File: src/rtl/pipelined_adder.sv
// Pipelined ripple-chunk adder: stage k adds chunk k of a/b plus the carry
// registered by stage k-1, under a valid/ready handshake with global stall.
module pipelined_adder #(
   parameter int WIDTH  = 32,
   parameter int STAGES = 4
) (
   input  logic             clk,
   input  logic             rst,
   input  logic             in_valid,
   output logic             in_ready,
   input  logic [WIDTH-1:0] a,
   input  logic [WIDTH-1:0] b,
   input  logic             cin,
   output logic             out_valid,
   input  logic             out_ready,
   output logic [WIDTH-1:0] sum,
   output logic             cout,
   output logic             propagate,
   output logic             overflow
);

   localparam int CW = WIDTH / STAGES;

   // Handshake: a transfer happens on a rising edge where valid && ready.
   // A valid result that is not taken stalls every stage; in_ready is the
   // combinational inverse of that stall.
   logic stall;

   logic             valid_q [STAGES];
   logic             valid_d [STAGES];
   logic [WIDTH-1:0] a_q     [STAGES];
   logic [WIDTH-1:0] a_d     [STAGES];
   logic [WIDTH-1:0] b_q     [STAGES];
   logic [WIDTH-1:0] b_d     [STAGES];
   logic [WIDTH-1:0] sum_q   [STAGES];
   logic [WIDTH-1:0] sum_d   [STAGES];
   logic             carry_q [STAGES];
   logic             carry_d [STAGES];
   logic             prop_q  [STAGES];
   logic             prop_d  [STAGES];
   logic             ovf_q;
   logic             ovf_d;

   logic [WIDTH-1:0] a_s;
   logic [WIDTH-1:0] b_s;
   logic [WIDTH-1:0] sum_s;
   logic             c_s;
   logic             p_s;
   logic             v_s;
   logic [CW:0]      chunk;

   assign stall    = valid_q[STAGES-1] & ~out_ready;
   assign in_ready = ~stall;

   always_comb begin
      a_s   = a;
      b_s   = b;
      sum_s = '0;
      c_s   = cin;
      p_s   = 1'b1;
      v_s   = in_valid;
      chunk = '0;
      ovf_d = ovf_q;
      for (int k = 0; k < STAGES; k++) begin
         chunk = {1'b0, a_s[k*CW +: CW]} + {1'b0, b_s[k*CW +: CW]} + {{CW{1'b0}}, c_s};
         valid_d[k] = valid_q[k];
         a_d[k]     = a_q[k];
         b_d[k]     = b_q[k];
         sum_d[k]   = sum_q[k];
         carry_d[k] = carry_q[k];
         prop_d[k]  = prop_q[k];
         if (!stall) begin
            valid_d[k]             = v_s;
            a_d[k]                 = a_s;
            b_d[k]                 = b_s;
            sum_d[k]               = sum_s;
            sum_d[k][k*CW +: CW]   = chunk[CW-1:0];
            carry_d[k]             = chunk[CW];
            prop_d[k]              = p_s & (&(a_s[k*CW +: CW] ^ b_s[k*CW +: CW]));
            // Carry into the MSB is recovered as a^b^sum at that bit.
            if (k == STAGES-1)
               ovf_d = a_s[WIDTH-1] ^ b_s[WIDTH-1] ^ sum_d[k][WIDTH-1] ^ chunk[CW];
         end
         a_s   = a_q[k];
         b_s   = b_q[k];
         sum_s = sum_q[k];
         c_s   = carry_q[k];
         p_s   = prop_q[k];
         v_s   = valid_q[k];
      end
   end

   always_ff @(posedge clk or posedge rst) begin
      if (rst) begin
         for (int k = 0; k < STAGES; k++) begin
            valid_q[k] <= 1'b0;
            a_q[k]     <= '0;
            b_q[k]     <= '0;
            sum_q[k]   <= '0;
            carry_q[k] <= 1'b0;
            prop_q[k]  <= 1'b0;
         end
         ovf_q <= 1'b0;
      end else begin
         for (int k = 0; k < STAGES; k++) begin
            valid_q[k] <= valid_d[k];
            a_q[k]     <= a_d[k];
            b_q[k]     <= b_d[k];
            sum_q[k]   <= sum_d[k];
            carry_q[k] <= carry_d[k];
            prop_q[k]  <= prop_d[k];
         end
         ovf_q <= ovf_d;
      end
   end

   assign out_valid = valid_q[STAGES-1];
   assign sum       = sum_q[STAGES-1];
   assign cout      = carry_q[STAGES-1];
   assign propagate = prop_q[STAGES-1];
   assign overflow  = ovf_q;

endmodule
File: config.mk
export PLATFORM = sky130hd
export DESIGN_NAME = pipelined_adder
export DESIGN_NICKNAME = d
export VERILOG_FILES = /design/src/rtl/pipelined_adder.sv
export SDC_FILE = /design/constraint.sdc
export NUM_CORES = 1
export LEC_CHECK = 0
export ABC_CLOCK_PERIOD_IN_PS = 8700
export CORE_ASPECT_RATIO = 1.2
export CORE_MARGIN = 4
export CORE_UTILIZATION = 38
export DETAILED_ROUTE_END_ITERATION = 8
export PLACE_DENSITY = 0.69
export SETUP_SLACK_MARGIN = 0.3
export SYNTH_ARGS = -nofsm -noshare
export SYNTH_HDL_FRONTEND = slang
export SYNTH_SLANG_ARGS = --single-unit
File: constraint.sdc
create_clock -name clk -period 8.7 [get_ports clk]
set_clock_uncertainty 0.05 [all_clocks]
set_input_delay 1.74 -clock clk [delete_from_list [all_inputs] [get_ports clk]]
set_output_delay 1.74 -clock clk [all_outputs]
set_load 0.05 [all_outputs]
==> results of run 1 <==
-- path summary, 6_finish.rpt --
kind	to	slack [ps]	depth (start not counted)
max	in_ready	2820	5
min	sum[3]$_DFFE_PP0N_	410	2
max reg2reg	sum[30]$_DFFE_PP0N_	5650	7
min reg2reg	sum[3]$_DFFE_PP0N_	410	2
max in group asynchronous	sum_q[100]$_DFFE_PP0N_	5310	3
min in group asynchronous	sum[0]$_DFFE_PP0N_	1770	2
-- metrics by stage --
step	hold WS, ps	setup WS, ps	total power [mW]	area [sq um]
5_1_grt	423.7	2689	4.172	10280
6_report	411.8	2821	3.853	10280
4_1_cts	420.4	2816	3.907	10280
3_5_place_dp	401.3	2816	3.131	9703
2_1_floorplan	380.0	1768	2.787	8678
3_3_place_gp	393.6	2836	3.082	9703
-- flip-flops by register name, summed over array words and instances, names as in the netlist --
signal	count
a_q	48
b_q	48
carry_q	3
cout	1
out_valid	1
overflow	1
prop_q	3
propagate	1
sum	32
sum_q	48
valid_q	3
-- cells in the final DEF, fill, tap and decap left out, types with 11 or more instances in the layout --
cell,synthesis,layout
ha_1,32,32
clkdlybuf4s50_1,0,105
o21ai_0,12,12
inv_1,12,11
xnor2_1,11,11
a21oi_1,32,32
dfrtp_1,189,189
clkbuf_16,0,17
nor2_1,20,20
nand2_1,498,498
-- where the power goes --
| part | switching, mW | total, mW | internal, mW | leakage, nW |
|---|---|---|---|---|
| registers | 0.211 | 1.46 | 1.25 | 2.29 |
| logic | 1.02 | 1.63 | 0.617 | 2.56 |
| clock network | 0.335 | 0.757 | 0.422 | 0.281 |
| total | 1.56 | 3.85 | 2.29 | 5.14 |
-- metal layers --
metal,global-route usage (%),wire length [um]
met5,0,0
met4,4.632,262
met3,2.615,505
met2,22.62,8226
met1,18.00,7834
-- kinds of logic (layout without fill, tap and decap cells) --
kind of cell	Yosys count	after routing	share of synthesized area, %
AOI/OAI and AO/OA	83	83	5.969
xor gates and xnor gates	20	20	2.018
adders and majority gates	40	40	6.459
buffers and inverters	87	154	5.580
DFF	189	189	54.50
muxes	3	3	0.3460
and+or+nand+nor	554	554	25.13
-- critical path, delay by kind of cell --
kind | cells | cell delay (ps)
buffers and inverters | 4 | 2120
and+or+nand+nor | 1 | 140
-- synthesized netlist by cell type, drive strengths merged, types with 7 or more instances --
cell type  count  area [sq um]
buf           58         375.4
nor3b         10         75.07
dfrtp        189          4730
ha            32         400.4
xor2           9         78.83
a21o           8         60.06
fa             8         160.2
nand2        498          1869
inv           13         48.79
clkbuf        16         60.06
a21oi         32         160.2
o211ai         7         52.55
nor3          10         55.05
o21ai         19         98.85
nor2          20         75.07
xnor2         11         96.34
-- cell type report --
type / instances / share of cell area [%]
sequential: 189 / 46.00
multi-input combinational: 700 / 33.75
tap: 279 / 3.395
timing repair buffer: 109 / 10.64
clock inverter: 10 / 1.010
clock buffer: 22 / 4.612
inverter: 13 / 0.5963
==> summary.md, run 1 <==
| Metric | Value |
|---|---|
| Syn Area/Cell | 8.892 sq um |
| Crit start category | input port |
| Actual transition at the worst max-transition pin | about 900 ps |
| Die width | 146.0 um |
| Fmax | 170.1 MHz |
| Syn Std Cell Area | around 8700 sq um |
| Max Root-Sink Buffers | 2 |
| Placed Instances | about 1300 |
| Outcome | finished clean |
| Cell Pwr Density | 374.8 nW/um^2 |
| Global Route Usage Sum | 13.64% |
| Initial Utilization | 38.66% |
| # diodes | 0 |
| Via count | 6155 |
| CP cell instances | clkdlybuf4s50_1, nor2b_4, buf_12, inv_6, clkdlybuf4s50_1 |
| TritonCTS buffer count | 17 |
| CP Capture Type | output pin |
| Antenna Nets Post-Route | 0 |
| CTS tree | built |
| Num ports | 106 |
| Crit share post-route | between 60% and 70% |
| RSZ-0062 raised after global routing | false |
| DR WL/cell | 12.73 um |
| Async set-reset flop share out of synthesis | 100.0% |
| Sequential Area | 4730 sq um |
| Via density | about 4.7 |
| YS warnings | 0 |
| CP max stage cell | clkdlybuf4s50_1 |
| Number of global-route vias before repair | between 5000 and 6000 |
| Drt drc | 0 |
| CP arrival | 4090 ps |
| CTS root buf | clkbuf_16 |
| Num rows | 60 |
| First-pass GRT wire length | 28430 um |
| Setup CP Type | in -> out |
| CP max stage delay | 790 ps |
| Unique masters post-synth | approximately 40 |
| Starting DRT DRC Count | 399 |
| Worst slew margin | about two fifths |
| Drt total wl | between 15000 and 20000 um |
| Reg-to-Reg Start | out_valid$_DFFE_PP0N_ |
| Slew Viols, Final | 0 |
| Final Setup Violations | 0 |
| Mapped Nets | 1085 |
| Post-synth EDFFs | 0 |
| Lkg Pwr | 5.135 nW |
| Fin cells | 1322 |
| Largest net degree at the start of global routing | 212 |
| Hold path start | sum[3]$_DFFE_PP0N_ |
| Hpwl dp | ~11000 um |
| Register clock-pin slew on the reported worst setup and hold paths | approximately 70 ps |
| Synth Instances | 976 |
| Fin nets | about 1100 |
| Sequential area share after synthesis | 54.50% |
| Hold buffer count at cts | 0 |
| Yosys reg bits | 189 |
| Die ar. | 25330 sq um |
| Post-CTS setup buffer count | 0 |
| Layout Utilization | 45.80% |
| Crit-path max FO | 211 |
| Total gr overflow | 0 |
| HP Class | reg -> reg |
| Core Area | approximately 22000 sq um |
| FILL cells | 2193 |
| Initial antenna violation count | 0 |
| Clk sinks | approximately 190 |
| Worst IR Drop VDD | 0.1580 mV |
| Final TNS setup | 0 ps |
| Max-cap viol count | 0 |
| Worst Setup SP | out_ready |
| Final Hold Viols | 0 |
| Fin crit period | slightly below 6000 ps |
| Req. time, crit path | 6910 ps |
| Gp weighted congestion | 0.7703 |
| Htree depth | 4 |
| Most common cell on crit path | clkdlybuf4s50_1 |
| P&R area growth vs syn | 18.47% |
| Share of layout cells above drive strength 1 | 3.931% |
| Primary FF master, synth | dfrtp_1 |
| Multi-input gate area | between 3000 and 4000 sq um |
| DR pass1 iterations | 4 |
| Clock Latency Late Sink | around 420 ps |
| Port Buffers | 105 |
| Overall die height | 173.5 um |
| Post_cts resized | 0 |
Note: power is estimated with default switching activity, not from simulation.
==> run 2, diff against run 1 <==
--- a/config.mk
+++ b/config.mk
@@ -5,7 +5,7 @@
 export SDC_FILE = /design/constraint.sdc
 export NUM_CORES = 1
 export LEC_CHECK = 0
-export ABC_CLOCK_PERIOD_IN_PS = 8700
+export ABC_CLOCK_PERIOD_IN_PS = 6070
 export CORE_ASPECT_RATIO = 1.2
 export CORE_MARGIN = 4
 export CORE_UTILIZATION = 38
==> constraint.sdc (replaced) <==
create_clock -name clk -period 6.07 [get_ports clk]
set_clock_uncertainty 0.05 [all_clocks]
set_input_delay 1.214 -clock clk [delete_from_list [all_inputs] [get_ports clk]]
set_output_delay 1.214 -clock clk [all_outputs]
set_load 0.05 [all_outputs]
==> run 2 against run 1 <==
Global-route usage is 0.59 points higher. Flip-flop and latch count stayed put. Non-clock buffer count is 1 higher. Routed wire length is 2.9% higher. Cell count hardly changed. Combinational power is 44% higher. Sequential share of layout area hardly changed. Die area stayed put. Hold slack worse by 1.9 ps. Critical endpoint unchanged. Highest routed layer unchanged.
==> summary.md, run 2 (synthesis gave the netlist of run 1 again) <==
| Metric | Value |
|---|---|
| Gp weighted congestion | 0.7986 |
| Req. time, crit path | 4810 ps |
| Lkg Pwr | 5.124 nW |
| Antenna Nets Post-Route | 0 |
| Share of layout cells above drive strength 1 | between 3 and 4% |
| # diodes | 0 |
| Clock network power share | between 10% and 20% |
| Via density | between 4 and 5 |
| Crit share post-route | 68.70% |
| Htree depth | 4 |
| Num ports | 106 |
| Most frequent cells in the layout | nand2_1 (498), dfrtp_1 (189), clkdlybuf4s50_1 (105), a21oi_1 (32), ha_1 (32) |
| Hpwl dp | about 11000 um |
| Max-cap viol count | 0 |
| CP Capture Type | output pin |
| Initial antenna violation count | 0 |
| Setup CP Type | in -> out |
| Fin crit period | 4170 ps |
| Fmax | 239.8 MHz |
| HP Class | reg -> reg |
| Largest regs | a_q x48, b_q x48, sum_q x48 |
| Internal Pwr Total | 3.277 mW |
| Port Buffers | 105 |
| First-pass GRT wire length | 29750 um |
| Fin nets | 1140 |
| Register clock-pin slew on the reported worst setup and hold paths | 60 ps |
| Overall die height | 173.5 um |
| Largest net degree at the start of global routing | 211 |
| Post_cts resized | 0 |
| Fin cells | 1321 |
| Total gr overflow | 0 |
| Sw power | 2.233 mW |
| Die width | 146.0 um |
| TritonCTS buffer count | 17 |
| Commonest non-fill, non-tap cell in the layout | nand2_1 |
| Placed Instances | 1291 |
| Outcome | finished clean |
| Fin worst setup slack | 1900 ps |
| Final TNS setup | 0 ps |
| Crit start category | input port |
| DR pass1 iterations | 4 |
| Switching portion of total power | 40.53% |
| Reg power frac | about two fifths |
| Clock Latency Late Sink | 430 ps |
| Final Hold Viols | 0 |
| Num rows | 60 |
| Number of global-route vias before repair | 6148 |
| Actual transition at the worst max-transition pin | 911.2 ps |
| Hold path start | valid_q[1]$_DFFE_PP0N_ |
| Starting DRT DRC Count | 365 |
| Via count | about 6000 |
| Cell Pwr Density | 536.2 nW/um^2 |
| Tot Pwr | around 5.5 mW |
| Drt drc | 0 |
| Reg-to-Reg Start | a_q[104]$_DFFE_PP0N_ |
| Initial Utilization | about two fifths |
| P&R area growth vs syn | 18.43% |
| Crit-path max FO | 41 |
| CTS root buf | clkbuf_16 |
| Drt total wl | around 17000 um |
| Post-place setup slack | 1890 ps |
| Core Area | 22450 sq um |
| Logic pwr share | 42.4% |
| Global Route Usage Sum | 14.23% |
| CTS tree | built |
| Die ar. | 25330 sq um |
| Max Root-Sink Buffers | 2 |
| CP arrival | 2910 ps |
| Clk sinks | ~190 |
| Worst IR Drop VDD | approximately 0.23 mV |
| Worst slew margin | 39.26% |
| Final Setup Violations | 0 |
| Layout Utilization | 45.79% |
| Hold buffer count at cts | 0 |
| RSZ-0062 raised after global routing | false |
| Hold path cells | 2 |
| DR WL/cell | 13.10 um |
| Post-CTS setup buffer count | 0 |
| Worst R2R Path Depth | 7 |
| Slew Viols, Final | 0 |
| Worst Setup SP | out_ready |
run 2: cell types whose count changed in the layout (fill, tap and decap cells not counted), sizes merged:
cell      delta
clkinvlp     +2
inv          -1
buf          +1
clkinv       -3
run 2: critical path, cell delays in order:
cell             delay (ps)
clkdlybuf4s50_1         500
nor2b_4                  70
inv_6                   220
clkdlybuf4s50_1         870
run 2: through the flow:
step,cell area (sq um),hold slack (ps)
global placement,9719,391.8
global route,10280,438.8
finish,10280,409.9
floorplan,8682,380.0
CTS,10280,411.9
detailed placement,9719,396.9
run 2: routing by layer:
metal	part of all wire [%]	track usage (%)
met1	46	18.33
met2	48	23.86
met3	2.9	2.432
met4	2.4	5.819
met5	0	0
run 2: cell type report:
type	instances	area [sq um]
Inverter	13	57.56
Sequential cell	189	4730
Clock inverter	8	83.83
Multi-Input combinational cell	700	3470
Timing Repair Buffer	110	1114
Tap cell	279	349.1
Clock buffer	22	474.2
Fill cell	2186	12170
run 2: power by group through the flow:
stage	clock network, mW	logic (mW)	registers [mW]
3_5_place_dp	0	2.38	2.13
3_3_place_gp	0	2.32	2.11
2_1_floorplan	0	1.92	2.07
5_1_grt	1.16	2.63	2.17
6_report	1.08	2.34	2.10
4_1_cts	1.11	2.38	2.11
run 2: final timing paths:
path / end / slack (ps)
worst max register to register: sum_q[78]$_DFFE_PP0N_ / 3760
max in group asynchronous: b_q[84]$_DFFE_PP0N_ / 3820
worst min register to register: valid_q[1]$_DFFE_PP0N_ / 410
min in group asynchronous: sum_q[37]$_DFFE_PP0N_ / 1100
worst max-delay path: in_ready / 1900
worst min-delay path: valid_q[1]$_DFFE_PP0N_ / 410
